[config.mk]
export PLATFORM = sky130hd
export DESIGN_NAME = clk_mux_sw_ctrl
export DESIGN_NICKNAME = d
export VERILOG_FILES = /design/src/rtl/clk_mux_sw_pkg.sv /design/src/rtl/clk_mux_sw_rr_arb.sv /design/src/rtl/clk_mux_sw_ctrl.sv
export SDC_FILE = /design/constraint.sdc
export NUM_CORES = 1
export LEC_CHECK = 0
export ABC_AREA = 1
export CORE_UTILIZATION = 40
export DETAILED_ROUTE_END_ITERATION = 8
export GPL_TIMING_DRIVEN = 1
export SETUP_SLACK_MARGIN = 0.05
export SYNTH_ARGS = -nofsm -noshare
export SYNTH_HDL_FRONTEND = slang
export SYNTH_SLANG_ARGS = --single-unit
[constraint.sdc]
create_clock -name clk -period 2.75 [get_ports clk]
set_clock_uncertainty 0.1 [all_clocks]
set_input_delay 0.275 -clock clk [delete_from_list [all_inputs] [get_ports clk]]
set_output_delay 0.275 -clock clk [all_outputs]
set_load 0.01 [all_outputs]
[src/rtl/clk_mux_sw_pkg.sv]
// Shared types and constants for the clock-mux select sequencer.
package clk_mux_sw_pkg;

  localparam int unsigned NUM_REQ = 2;
  localparam int unsigned REQ_PWR = 0;
  localparam int unsigned REQ_SW  = 1;

  localparam logic SEL_CLK1 = 1'b0;
  localparam logic SEL_CLK2 = 1'b1;

  typedef enum logic [1:0] {
    IDLE   = 2'd0,
    SETTLE = 2'd1,
    ACK    = 2'd2,
    DWELL  = 2'd3
  } state_t;

endpackage

[src/rtl/clk_mux_sw_rr_arb.sv]
// Two-way round-robin arbiter: one-hot grant, pointer moves to the loser on advance.
module clk_mux_sw_rr_arb
  import clk_mux_sw_pkg::*;
(
  input  logic               clk,
  input  logic               reset,
  input  logic [NUM_REQ-1:0] req,
  input  logic               advance,
  output logic [NUM_REQ-1:0] gnt_c
);

  logic ptr;

  // A lone request wins outright; a tie goes to the pointed-at requester.
  always_comb begin
    gnt_c = req;
    if (req == 2'b11) begin
      gnt_c = '0;
      gnt_c[ptr ? REQ_SW : REQ_PWR] = 1'b1;
    end
  end

  always_ff @(posedge clk or posedge reset) begin
    if (reset) begin
      ptr <= 1'b0;
    end else if (advance) begin
      ptr <= ~gnt_c[REQ_SW];
    end
  end

endmodule

[src/rtl/clk_mux_sw_ctrl.sv]
// Sequencer driving the glitch-free clock mux select with settle and dwell timing.
// Optional switch statistics (sw_count, last_gnt) under CLK_MUX_SW_STATS_EN.
module clk_mux_sw_ctrl
  import clk_mux_sw_pkg::*;
#(
  parameter int unsigned SETTLE_CYCLES = 8,
  parameter int unsigned DWELL_CYCLES  = 16,
  parameter int unsigned CNT_W         = 5
) (
  input  logic               clk,
  input  logic               reset,
  input  logic [NUM_REQ-1:0] req,
  input  logic [NUM_REQ-1:0] req_sel,
  output logic [NUM_REQ-1:0] ack,
  output logic               sel,
  output logic               busy
`ifdef CLK_MUX_SW_STATS_EN
  ,
  output logic [15:0]        sw_count,
  output logic [0:0]         last_gnt
`endif
);

  localparam int unsigned SETTLE_LOAD = (SETTLE_CYCLES == 0) ? 0 : SETTLE_CYCLES - 1;
  localparam int unsigned DWELL_LOAD  = (DWELL_CYCLES == 0) ? 0 : DWELL_CYCLES - 1;
  localparam bit          HAS_DWELL   = (DWELL_CYCLES != 0);

  state_t             state, state_d;
  logic [CNT_W-1:0]   cnt, cnt_d;
  logic [NUM_REQ-1:0] gnt, gnt_d, ack_d, arb_gnt_c;
  logic               sel_d, busy_d, switched, switched_d;
  logic               grant_c, target_c;

  assign grant_c  = (state == IDLE) && (arb_gnt_c != '0);
  assign target_c = |(arb_gnt_c & req_sel);

  // A requester still seeing its ack is masked so it cannot be re-granted.
  clk_mux_sw_rr_arb u_arb (
    .clk     (clk),
    .reset   (reset),
    .req     (req & ~ack),
    .advance (grant_c),
    .gnt_c   (arb_gnt_c)
  );

  always_ff @(posedge clk or posedge reset) begin
    if (reset) begin
      state    <= IDLE;
      cnt      <= '0;
      sel      <= SEL_CLK1;
      ack      <= '0;
      busy     <= 1'b0;
      gnt      <= '0;
      switched <= 1'b0;
    end else begin
      state    <= state_d;
      cnt      <= cnt_d;
      sel      <= sel_d;
      ack      <= ack_d;
      busy     <= busy_d;
      gnt      <= gnt_d;
      switched <= switched_d;
    end
  end

  always_comb begin
    state_d = state;
    case (state)
      IDLE:    if (grant_c) state_d = (target_c == sel) ? ACK : SETTLE;
      SETTLE:  if (cnt == '0) state_d = ACK;
      ACK:     state_d = (switched && HAS_DWELL) ? DWELL : IDLE;
      DWELL:   if (cnt == '0) state_d = IDLE;
      default: state_d = IDLE;
    endcase
  end

  // Next values of the registered outputs; sel only moves on the IDLE->SETTLE edge.
  always_comb begin
    cnt_d      = cnt;
    sel_d      = sel;
    ack_d      = '0;
    gnt_d      = gnt;
    switched_d = switched;
    busy_d     = (state_d == SETTLE) || (state_d == DWELL);
    case (state)
      IDLE: begin
        if (grant_c) begin
          gnt_d      = arb_gnt_c;
          switched_d = (target_c != sel);
          if (target_c != sel) begin
            sel_d = target_c;
            cnt_d = CNT_W'(SETTLE_LOAD);
          end
        end
      end
      SETTLE, DWELL: begin
        if (cnt != '0) cnt_d = cnt - CNT_W'(1);
      end
      ACK: begin
        ack_d = gnt;
        cnt_d = CNT_W'(DWELL_LOAD);
      end
      default: ;
    endcase
  end

`ifdef CLK_MUX_SW_STATS_EN
  always_ff @(posedge clk or posedge reset) begin
    if (reset) begin
      sw_count <= '0;
      last_gnt <= '0;
    end else if (grant_c) begin
      last_gnt <= arb_gnt_c[REQ_SW];
      if ((target_c != sel) && (sw_count != 16'hFFFF)) sw_count <= sw_count + 16'd1;
    end
  end
`endif

endmodule

==> results by stage <==
Run status:
- The flow ran to the end, and the final reports show no timing, DRC or antenna violations.

Clock network:
- The number of setup buffers added after CTS is 0.
- At the later pin of the worst-skew pair, clock insertion delay measures 0.28 ns.
- In this run the number of H-tree levels came out at 1.
- The number of gates resized after CTS was 0.
- The clock tree from TritonCTS is done.
- After clock tree synthesis, the clock-pin slew on the worst setup and hold paths is 0.09 ns.
- The clock net in this run drives a total of 15 sinks.
- The total of hold buffers inserted after clock tree synthesis is 0.
- The number of clock buffers added by TritonCTS is 3.
- In this run the clock root is driven by a sky130_fd_sc_hd__clkbuf_4.
- The maximum buffer depth of the clock tree is 2.

Drt:
- The violation count after the first detailed-route iteration is 14.
- The met1 wire length is 785 um.
- Summed over all nets, wire length on met2 after detailed routing comes to a little under 600 um.
- After detailed routing, the met3 layer carries 51 um of wire.
- The number of iterations in the first detailed-routing pass is 4.
- The DRC violation count after routing is 0.
- The sum of routed wire length over all layers is 1440 um.
- The residual antenna-violating net count after detailed routing is 0.
- Dividing the detail-routed via count by the number of cells gives 4.79.
- After detailed routing, the average wire length per cell comes to 10.7 um.
- The highest routed metal layer is met4.
- For this block, the via count after detailed routing is 646.

Critical path:
- For the worst setup path, the data required time is 2.38 ns.
- Among cell families on the critical path, the largest total delay comes from buffers and inverters.
- For the worst setup path, the data arrival time is 1.25 ns.
- By startpoint and endpoint, the worst setup path is classified as flip-flop to output pin.
- The library cell contributing the largest single delay on the critical path is sky130_fd_sc_hd__clkdlybuf4s50_1.
- The worst setup path is captured at an output pin.
- The number of buffers and inverters on the critical path is 1.
- The sort of element at the start of the critical path is a flip-flop.
- In this design, the stage delay of the slowest critical-path cell is 0.56 ns.
- Traced cell by cell, the critical path runs through clkdlybuf4s50_1.
- Along the worst path, the maximum fanout reaches 3.

GRT:
- The all-layer global routing usage is 16.4%.
- The wire length of the first global-routing pass is 2460 um.
- The maximum number of pins on one net before global-route repair is 16.
- The overall overflow remaining after global route is 0.
- The number of global-route vias before repair is 574.
- The initial antenna violation count is 0.

Timing:
- The period utilization is 59.1%.
- Measured against its own limit, the worst slew margin works out to 63.1%.
- The max-slew violation total from the final report came to 0.
- On the final layout, the worst hold slack is 0.230 ns.
- At the pin with the least slew margin, the transition time is 0.554 ns.
- The clock period minus final worst setup slack is ~1.6 ns.
- Setup repair after global routing left no endpoint under its margin.
- For the final routed database, the setup TNS stands at 0 ns.
- Setup violations remaining at the end of the flow were counted as 0.
- The final number of hold-violating endpoints came to 0.
- In the post-route analysis, the smallest setup slack over all paths is 1.12 ns.
- Timing would allow up to ~0.6 GHz.

Finish:
- The register area is roughly 380 um^2.
- In the final layout, the share of cells above drive strength 1 is 20.0%.
- The number of nets at the end of the flow is 118.
- The number of antenna diodes in the final layout is 0.
- The relative area change from synthesis to final layout is 18.3%.
- In the final layout, the multi-input gates occupy approximately 370 um^2.
- After routing the design area is around 960 um^2.
- Fill cells in the final layout number 186.

Die:
- The initial standard-cell utilization of the core is roughly 45%.
- After floorplanning, the core was divided into 15 placement rows.
- The die covers between 2000 and 2500 um^2.
- The die is 47.2 um wide.
- The placeable core area is 1820 um^2.
- The top-level I/O count is 10.
- The height of the die is 47.2 um.

Placed design:
- Summing all placed instances gives a cell area of 937 um^2.
- Detailed placement finished with a half-perimeter wire length of 1130 um.
- The number of buffer cells added on primary ports is 9.
- At the end of routability-driven placement, the weighted congestion stood at 0.786.
- OpenSTA, run right after detailed placement, puts the worst setup slack at 0.994 ns.

Synthesis:
- The synthesized design contains 15 register bits.
- The post-synthesis area per instance is roughly 8.4 um^2.
- The number of instances in the synthesized netlist is 97.
- The number of distinct library cell variants in the gate-level netlist after synthesis is 20.
- The synthesized netlist net count is 104.
- The sequential element share of the synthesized area is 46.0%.
- The total number of yosys warnings is 0.
- The synthesized netlist occupies a cell area of 816 um^2.

Flow run:
- The total of max-cap violations is 0.

Pwr:
- In this run the power density over the cells is between 900 and 1000 nW/um^2.
- The maximum vdd drop is between 400 and 500 uV.
- The analysis attributes to cell leakage a power of 0.486 nW.

Worst hold path:
- The tightest min-delay check is of the input pin to asynchronous set/reset pin type.
final timing paths:
check                      slack (ns)  depth (start not counted)  endpoint   start
max in group asynchronous        1.96                          2  state[0]   reset
setup reg to reg                 1.26                          7  state[1]  cnt[0]
hold reg to reg                  0.38                          2    cnt[1]  cnt[1]
min in group clk                 0.38                          2    cnt[1]  cnt[1]
setup / recovery                 1.12                          1    ack[1]  ack[1]
hold / removal                   0.23                          2    cnt[0]   reset
cell families (layout without fill, tap and decap cells):
family | after synthesis | count (layout) | synth area share [%]
AND/OR/NAND/NOR | 52 | 52 | 36.8
buffers and inverters | 19 | 32 | 8.74
flip-flops | 15 | 15 | 46.0
AO/OA/AOI/OAI | 9 | 9 | 5.83
adder cells (fa/ha/maj) | 1 | 1 | 1.53
XOR/XNOR | 1 | 1 | 1.07
stage by stage:
| step | total power, mW | std cells | util, % |
|---|---|---|---|
| finish | 0.915 | 135 | 53.0 |
| global route | 0.994 | 135 | 53.0 |
| CTS | 0.925 | 135 | 53.0 |
| detailed placement | 0.796 | 131 | 51.5 |
| global placement | 0.796 | 131 | 51.5 |
| floorplan | 0.687 | 97 | - |
power by group:
part | internal (mW) | total, mW | switching (mW)
combinational | 0.175 | 0.421 | 0.246
sequential | 0.310 | 0.368 | 0.0578
clock | 0.0540 | 0.125 | 0.0712
total | 0.540 | 0.915 | 0.375
flip-flops by register name, summed over array words and instances, names as in the netlist:
register / cells
busy: 1
state: 2
cnt: 5
ack: 2
sel: 1
u_arb.ptr: 1
gnt: 2
switched: 1
cell type report:
cell class	count	share of cell area [%]
tap	25	3.24
clock buffer	3	2.33
clock inverter	1	0.519
inverter	19	7.39
sequential	15	38.9
multi-input combinational	63	38.3
timing repair buffer	9	9.34
cells in the mapped netlist:
library cell,instances,area (um^2)
sky130_fd_sc_hd__nand2_4,1,11.3
sky130_fd_sc_hd__xor2_1,1,8.76
sky130_fd_sc_hd__nor2_4,1,11.3
sky130_fd_sc_hd__nand3_4,2,35.0
sky130_fd_sc_hd__nand3_2,3,30.0
sky130_fd_sc_hd__nand2_2,3,18.8
sky130_fd_sc_hd__nand4_1,6,37.5
sky130_fd_sc_hd__dfrtp_1,15,375
sky130_fd_sc_hd__a21oi_1,4,20.0
sky130_fd_sc_hd__nor2_2,3,18.8
sky130_fd_sc_hd__o21ai_1,3,15.0
sky130_fd_sc_hd__ha_1,1,12.5
sky130_fd_sc_hd__o21a_1,1,7.51
sky130_fd_sc_hd__o21ai_0,1,5.00
sky130_fd_sc_hd__nand2_1,19,71.3
sky130_fd_sc_hd__nor2_1,5,18.8
sky130_fd_sc_hd__nand3_1,8,40.0
sky130_fd_sc_hd__inv_2,5,18.8
sky130_fd_sc_hd__nand3b_1,1,7.51
sky130_fd_sc_hd__inv_1,14,52.6
cells in the final DEF, fill, tap and decap left out:
cell,count
sky130_fd_sc_hd__nand3b_1,1
sky130_fd_sc_hd__nand2_1,19
sky130_fd_sc_hd__nand2_2,3
sky130_fd_sc_hd__a21oi_1,4
sky130_fd_sc_hd__dfrtp_1,15
sky130_fd_sc_hd__nand3_1,8
sky130_fd_sc_hd__nand3_4,2
sky130_fd_sc_hd__inv_1,14
sky130_fd_sc_hd__nand4_1,6
sky130_fd_sc_hd__ha_1,1
sky130_fd_sc_hd__xor2_1,1
sky130_fd_sc_hd__nand2_4,1
sky130_fd_sc_hd__clkbuf_4,3
sky130_fd_sc_hd__nand3_2,3
sky130_fd_sc_hd__clkinv_2,1
sky130_fd_sc_hd__inv_2,5
sky130_fd_sc_hd__nor2_1,5
sky130_fd_sc_hd__nor2_4,1
sky130_fd_sc_hd__clkdlybuf4s50_1,9
sky130_fd_sc_hd__o21ai_0,1
sky130_fd_sc_hd__o21ai_1,3
sky130_fd_sc_hd__o21a_1,1
sky130_fd_sc_hd__nor2_2,3
per-layer routing:
layer / track usage (%) / vias to the layer above
li1: - / 342
met1: 24.0 / 288
met2: 22.8 / 14
met3: 3.46 / 2
met4: 8.57 / 0
met5: 0 / -
Power figures use the tool's default switching activity.
